File: config.mk
export PLATFORM = sky130hd
export DESIGN_NAME = mantissa_normalize_flat
export DESIGN_NICKNAME = d
export VERILOG_FILES = /design/src/rtl/mantissa_normalize_pkg.sv /design/src/rtl/mantissa_normalize_if.sv /design/src/rtl/mantissa_normalize.sv /design/src/flat_wrapper.sv
export SDC_FILE = /design/constraint.sdc
export NUM_CORES = 1
export LEC_CHECK = 0
export CORE_MARGIN = 2
export CORE_UTILIZATION = 54
export DETAILED_ROUTE_END_ITERATION = 8
export GPL_TIMING_DRIVEN = 0
export MAX_ROUTING_LAYER = met4
export PLACE_DENSITY_LB_ADDON = 0.2
export SETUP_SLACK_MARGIN = 0.5
export SYNTH_ARGS = -nofsm -noshare
export SYNTH_HDL_FRONTEND = slang
export SYNTH_SLANG_ARGS = --single-unit
File: constraint.sdc
create_clock -name clk -period 3.2 [get_ports clk]
set_input_delay 0.96 -clock clk [delete_from_list [all_inputs] [get_ports clk]]
set_output_delay 0.96 -clock clk [all_outputs]
set_load 0.02 [all_outputs]
File: src/rtl/mantissa_normalize_pkg.sv
// Shared widths, state encodings and the result pack helper for the
// 12-bit FP adder post-add normaliser.
package mantissa_normalize_pkg;

  localparam int EXP_W = 4;
  localparam int MAN_W = 7;
  localparam int SUM_W = MAN_W + 2;
  localparam int RES_W = 1 + EXP_W + MAN_W;

  typedef logic [EXP_W-1:0] exp_t;
  typedef logic [MAN_W-1:0] man_t;
  typedef logic [SUM_W-1:0] sum_t;
  typedef logic [RES_W-1:0] res_t;

  // All-ones exponent is reserved to mark overflow
  localparam exp_t EXP_MAX = '1;

  localparam logic [1:0] S_IDLE = 2'd0;
  localparam logic [1:0] S_NORM = 2'd1;
  localparam logic [1:0] S_HOLD = 2'd2;

  function automatic res_t pack_result(input logic s, input exp_t e, input man_t m);
    return {s, e, m};
  endfunction

endpackage

File: src/rtl/mantissa_normalize_if.sv
// Upstream (sum/exp/sign) and downstream (packed result) valid/ready bundle.
interface mantissa_normalize_if;
  import mantissa_normalize_pkg::*;

  logic in_valid;
  logic in_ready;
  logic in_sign;
  exp_t in_exp;
  sum_t in_sum;
  logic out_valid;
  logic out_ready;
  res_t out_result;
  logic out_ovf;
  logic out_unf;

  modport master (
    output in_valid, in_sign, in_exp, in_sum, out_ready,
    input  in_ready, out_valid, out_result, out_ovf, out_unf
  );

  modport slave (
    input  in_valid, in_sign, in_exp, in_sum, out_ready,
    output in_ready, out_valid, out_result, out_ovf, out_unf
  );

endinterface

File: src/rtl/mantissa_normalize.sv
// Post-add normaliser: right shift on carry-out, otherwise left shift one bit
// per cycle until the hidden bit is set, tracking the exponent, then pack.
module mantissa_normalize
  import mantissa_normalize_pkg::*;
(
  input  logic clk,
  input  logic reset,
  mantissa_normalize_if.slave bus
);

  logic [1:0] state;
  logic       sign_r;
  exp_t       exp_r;
  sum_t       sum_r;
  res_t       result_r;
  logic       ovf_r;
  logic       unf_r;
  exp_t       exp_inc;

  assign exp_inc = exp_r + 1'b1;

  // Accept in IDLE, walk the sum in NORM, present the result in HOLD
  always_ff @(posedge clk) begin
    if (reset) begin
      state    <= S_IDLE;
      sign_r   <= 1'b0;
      exp_r    <= '0;
      sum_r    <= '0;
      result_r <= '0;
      ovf_r    <= 1'b0;
      unf_r    <= 1'b0;
    end else begin
      case (state)
        S_IDLE: begin
          if (bus.in_valid) begin
            sign_r <= bus.in_sign;
            exp_r  <= bus.in_exp;
            sum_r  <= bus.in_sum;
            ovf_r  <= 1'b0;
            unf_r  <= 1'b0;
            state  <= S_NORM;
          end
        end
        S_NORM: begin
          if (sum_r == '0) begin
            result_r <= '0;
            state    <= S_HOLD;
          end else if (sum_r[SUM_W-1]) begin
            sum_r <= sum_r >> 1;
            exp_r <= exp_inc;
            // A carry into the reserved exponent (or a wrap past it) overflows
            if (exp_inc == EXP_MAX || exp_r == EXP_MAX) begin
              ovf_r    <= 1'b1;
              result_r <= pack_result(sign_r, EXP_MAX, '0);
            end else begin
              result_r <= pack_result(sign_r, exp_inc, sum_r[MAN_W:1]);
            end
            state <= S_HOLD;
          end else if (sum_r[SUM_W-2]) begin
            result_r <= pack_result(sign_r, exp_r, sum_r[MAN_W-1:0]);
            state    <= S_HOLD;
          end else if (exp_r == '0) begin
            unf_r    <= 1'b1;
            result_r <= '0;
            state    <= S_HOLD;
          end else begin
            sum_r <= sum_r << 1;
            exp_r <= exp_r - 1'b1;
          end
        end
        S_HOLD: begin
          if (bus.out_ready) begin
            state <= S_IDLE;
          end
        end
        default: state <= S_IDLE;
      endcase
    end
  end

  assign bus.in_ready   = (state == S_IDLE);
  assign bus.out_valid  = (state == S_HOLD);
  assign bus.out_result = result_r;
  assign bus.out_ovf    = ovf_r;
  assign bus.out_unf    = unf_r;

endmodule

File: src/flat_wrapper.sv
// flat-port wrapper written by rule: the top's interface ports become plain ports
module mantissa_normalize_flat import mantissa_normalize_pkg::*;
  (clk, reset, bus_in_valid, bus_in_sign, bus_in_exp, bus_in_sum, bus_out_ready, bus_in_ready, bus_out_valid, bus_out_result, bus_out_ovf, bus_out_unf);
  mantissa_normalize_if bus_i ();
  input  logic clk;
  input  logic reset;
  input wire logic [$bits(bus_i.in_valid)-1:0] bus_in_valid;
  input wire logic [$bits(bus_i.in_sign)-1:0] bus_in_sign;
  input wire logic [$bits(bus_i.in_exp)-1:0] bus_in_exp;
  input wire logic [$bits(bus_i.in_sum)-1:0] bus_in_sum;
  input wire logic [$bits(bus_i.out_ready)-1:0] bus_out_ready;
  output wire logic [$bits(bus_i.in_ready)-1:0] bus_in_ready;
  output wire logic [$bits(bus_i.out_valid)-1:0] bus_out_valid;
  output wire logic [$bits(bus_i.out_result)-1:0] bus_out_result;
  output wire logic [$bits(bus_i.out_ovf)-1:0] bus_out_ovf;
  output wire logic [$bits(bus_i.out_unf)-1:0] bus_out_unf;
  assign bus_i.in_valid = bus_in_valid;
  assign bus_i.in_sign = bus_in_sign;
  assign bus_i.in_exp = bus_in_exp;
  assign bus_i.in_sum = bus_in_sum;
  assign bus_i.out_ready = bus_out_ready;
  assign bus_in_ready = bus_i.in_ready;
  assign bus_out_valid = bus_i.out_valid;
  assign bus_out_result = bus_i.out_result;
  assign bus_out_ovf = bus_i.out_ovf;
  assign bus_out_unf = bus_i.out_unf;
  mantissa_normalize u_core (.clk(clk), .reset(reset), .bus(bus_i));
endmodule
# Yosys cells after proc, flatten, opt, wreduce, memory -nomap -nowiden

Cells that the tools add are included.

Add/subtract/negate cells: 2
Eq/ne operators: 15
Mux-type cells: 34
Reductions and logical operators: 13

Operator list:

| cell                                                  | count |
|---|---|
| two-way mux 12 bit                                    | 4 |
| two-way mux 9 bit                                     | 4 |
| two-way mux 4 bit                                     | 5 |
| case mux 9 bit (2 select lines)                       | 1 |
| two-way mux 2 bit                                     | 6 |
| two-way mux 11 bit                                    | 1 |
| inequality test 2 bit, second input constant          | 5 |
| AND reduction 5 bit                                   | 2 |
| logical NOT 9 bit                                     | 1 |
| == test 4 bit, second input constant                  | 2 |
| two-way mux 1 bit                                     | 8 |
| two-way mux 8 bit                                     | 1 |
| case mux 4 bit (2 select lines)                       | 1 |
| inequality test 2 x 1 -> 1 bit, second input constant | 3 |
| inequality test 3 x 2 -> 1 bit, second input constant | 2 |
| case mux 2 bit (3 select lines)                       | 1 |
| AND reduction 3 bit                                   | 2 |
| AND reduction 6 bit                                   | 1 |
| inequality test 5 x 1 -> 1 bit, second input constant | 1 |
| adder 4 x 1 -> 4 bit, second input constant           | 1 |
| logical NOT 4 bit                                     | 1 |
| case mux 1 bit (2 select lines)                       | 2 |
| AND reduction 2 bit                                   | 2 |
| nonzero test 4 bit                                    | 1 |
| 6 further kinds                                       | 6 |

Register bits after elaboration: 30
Bits of input ports: 18
Output and inout port bits: 16
Logic and storage cells: 72

# Depth between registers and ports, before layout

Word-level depth: 7
Gate-level depth with buffers: 9
Gate-level depth less buffers: 7

# Worst setup path after synthesis

OpenSTA, ideal clock, no wires.

Kind: input port to flip-flop
Start: input port bus_in_valid
End: register u_core.sum_r[2]
Setup time: 0.070 ns
Data arrival time: 2.268 ns
Required time: 3.130 ns
Slack: 0.862 ns
Cell stages on the path: 6
Path buffers: 1
Cells stage by stage: or3b_4 a41oi_2 nand2_2 buf_6 or3_1 a21oi_1

Word-level cells in the longest chain between the ends: 2

Ends and longest elaborated chain:

| element                         | line                     | source |
|---|---|---|
| start, declared                 | flat_wrapper.sv:7        | `input wire logic [$bits(bus_i.in_valid)-1:0] bus_in_valid;` |
| inequality test 2 bit (no line) | --                       |  |
| AND reduction 5 bit (no line)   | --                       |  |
| end signal, assigned            | mantissa_normalize.sv:38 | `sum_r <= bus.in_sum;` |
| end signal, assigned            | mantissa_normalize.sv:49 | `sum_r <= sum_r >> 1;` |
| end signal, assigned            | mantissa_normalize.sv:67 | `sum_r <= sum_r << 1;` |
| end, declared                   | mantissa_normalize.sv:14 | `sum_t sum_r;` |

No other way between the ends.
A chain may end at the register's enable or synchronous reset.

# Worst setup path in the final report

Start: input port bus_in_valid
End: register u_core.sum_r[5]

Same word-level chain as after synthesis.

==> reports/metrics.cfg <==
[sta]
worstMarginPinSlew_ns = 0.6803
setup_viol = 0
slew_violations = 0
rsz0062_at_grt = false
max_freq_ghz = 0.3801
tns_ns = 0
period_needed_ns = 2.631
max_slew_margin_pct = 54.29
skew_ns = 0.005486
post-route-period-util_pct = 82.22
hold_viol = 0

[synthesis]
synth_edf_count = 0
synth_area_mm2 = 0.001589
synthMuxAreaShare_pct = 1.890
yosys_warnings = 0
async_flop_share_pct = 0
yosysMostFrequentCell = dfxtp_1
ys_seq_area_share_pct = 37.80
synth_compound_area_share_pct = 25.59
synth_largest_area_cell = dfxtp_1
ys_top_cells_by_count = 30 x dfxtp_1, 20 x a21oi_1, 15 x nand2_1, 15 x nor2_1, 10 x and2_1
synthFlopType = dfxtp_1
synth-seq-cells = 30
yosys.area_share.xor_xnor_pct = 0.5512
synthSimpleGateAreaFrac_pct = 27.32
synth_top_family_by_area = simple AND/OR/NAND/NOR gates
synthCells = 188
synth_cell_type_count = 46
synthTopCellsByArea = dfxtp_1 38%, a21oi_1 6.3%, a221o_1 4.4%
syn_nets = 209
synthAdderAreaFrac_pct = 2.362
syn_avg_cell_area_um2 = 8.452
synth_top_area_share_pct = 37.80

[cts]
insertion_delay_ns = 0.35
cts_buffers = 5
htree_levels = 2
clock_path_buffers = 2
cts_num_sinks = 30
cts_tree = done
cts_root_buffer = clkbuf_4
clk_pin_slew_worst_paths_ns = 0.10

[routing]
avgRoutedWirePerCell_um = 16.63
m1WireLength_um = 1813
dr.pass1.iters = 5
num_vias = 1612
top_layer = met4
drc = 0
routed_wl_um = 4308
drtIter0Drc = 72
viasPerCell = 6.224
wl_met2_um = 2007
route.met3.wl_um = 372
ant_nets = 0

[layout]
multi_input_area_um2 = 944.7
antenna_cells = 0
regArea_um2 = 600.6
num-fill-cells = 223
areaGrowthSynthToFinish_pct = 28.35
layout.nets = 248
drive_above_1_share_pct = 8.772

[min_path]
hold_path.class = flip-flop to flip-flop
worstHoldPathCells = 1
hold_end = u_core.bus.out_result[10]
min_from = u_core.bus.out_result[10]

[power_and_ir_drop]
leakagePower_nw = 0.7606
powerDensity_mw_per_mm2 = 567.2
total_power_mw = 1.157
peakVddDrop_mv = 0.4339

[setup_path]
path_delay_family = simple AND/OR/NAND/NOR gates
ff2ff_setup_slack_ns = 0.72
worstPathCellList = clkdlybuf4s50_1 -> or3b_4 -> a41oi_4 -> nand2_2 -> buf_6 -> or3_1 -> a21oi_1
slowest_delay_ns = 0.50
cp-start-kind = input pin
path_max_fanout = 10
r2r_cells = 8
path_class = input pin to flip-flop
required_ns = 3.48
r2r_start = u_core.exp_r[0]
arrival_ns = 2.91
slowest_stage = clkdlybuf4s50_1
rr_endpoint = u_core.bus.out_result[6]
critical_path_buf_inv_count = 2
crit_path_end_kind = flip-flop

[global_routing]
grt_pass1_wl_um = 7058
grt_pass1_vias = 1583
antenna_found_initial = 0
grt_remaining_overflow = 0
grt_max_degree = 11
grt_usage_pct = 28.25

[floorplanning]
start_util_pct = 57.13
core_mm2 = 0.002781
pin_count = 34
die_x_um = 58.25
die_h_um = 58.25
rows = 19
dieArea_mm2 = 0.003392

[placement]
finalWeightedCongestion = 0.8897
dp_hpwl_um = 3156
io_buffers = 32

[status]
status = finished, final reports clean

[run]
cap_violations = 0

## flip-flops by register name, summed over array words and instances (netlist names)
signal	count
u_core.bus.out_result	12
u_core.sum_r	9
u_core.exp_r	4
u_core.state	2
u_core.bus.out_ovf	1
u_core.bus.out_unf	1
u_core.sign_r	1
## what timing repair did
item	in CTS	in global routing
hold buffers	0	0
buffers inserted	0	0
endpoints found under the setup margin	0	5
resized for setup	0	4
## worst max-delay path by stage
stage                       startpoint              end  depth (start not counted)
after global routing      bus_in_valid  u_core.exp_r[2]                          8
after global placement    bus_in_valid  u_core.sum_r[3]                          7
after CTS                 bus_in_valid  u_core.sum_r[5]                          7
final                     bus_in_valid  u_core.sum_r[5]                          7
after floorplan           bus_in_valid  u_core.sum_r[2]                          6
after detailed placement  bus_in_valid  u_core.sum_r[5]                          7
## logic make-up (layout without fill, tap and decap cells)
group | Yosys count | in the layout
AND/OR/NAND/NOR | 78 | 78
buffers and inverters | 16 | 56
AO/OA/AOI/OAI | 57 | 57
multiplexers | 3 | 3
flip-flops | 30 | 30
adder cells (fa/ha/maj) | 3 | 3
XOR/XNOR | 1 | 1
## through the flow
| step | setup WS, ns | area, µm² | instances | util [%] | hold slack [ns] |
|---|---|---|---|---|---|
| after global routing | 0.5284 | 2039 | 259 | 73.32 | 0.4969 |
| after detailed placement | 0.1664 | 1948 | 251 | 70.04 | 0.4615 |
| final | 0.5690 | 2039 | 259 | 73.32 | 0.4738 |
| after CTS | 0.5220 | 2012 | 259 | 72.33 | 0.4818 |
| after global placement | 0.2614 | 1948 | 251 | 70.04 | 0.4371 |
| after floorplan | 0.8620 | 1589 | 188 | - | 0.4636 |
## power breakdown
group	switching, mW	total, mW	internal, mW
Combinational	0.263	0.439	0.177
Clock	0.142	0.248	0.105
Sequential	0.0542	0.469	0.415
Total	0.459	1.16	0.697
## area by class of cell
class / instances / share of cell area, %
sequential: 30 / 29.45
clock buffer: 6 / 2.515
multi-input combinational: 142 / 46.32
tap: 31 / 1.902
clock inverter: 2 / 0.6135
inverter: 3 / 0.5521
timing repair buffer: 32 / 15.71
buffer: 13 / 2.945
## cell usage in the layout (no fill, tap or decap), types with 6 or more instances in the layout
cell type and n:
or3_1 6, and2_1 10, a21oi_1 19, nor2_1 15, clkdlybuf4s50_1 32, nand2_1 15, nor3_1 8, clkbuf_1 7
a221o_1 7, dfxtp_1 30, a221oi_1 6
## per-layer routing
layer	GRT usage, %	vias up
met1	33.19	738
met5	-	-
met4	11.30	0
met3	6.696	13
li1	-	773
met2	46.43	88
Power figures use the tool's default switching activity.
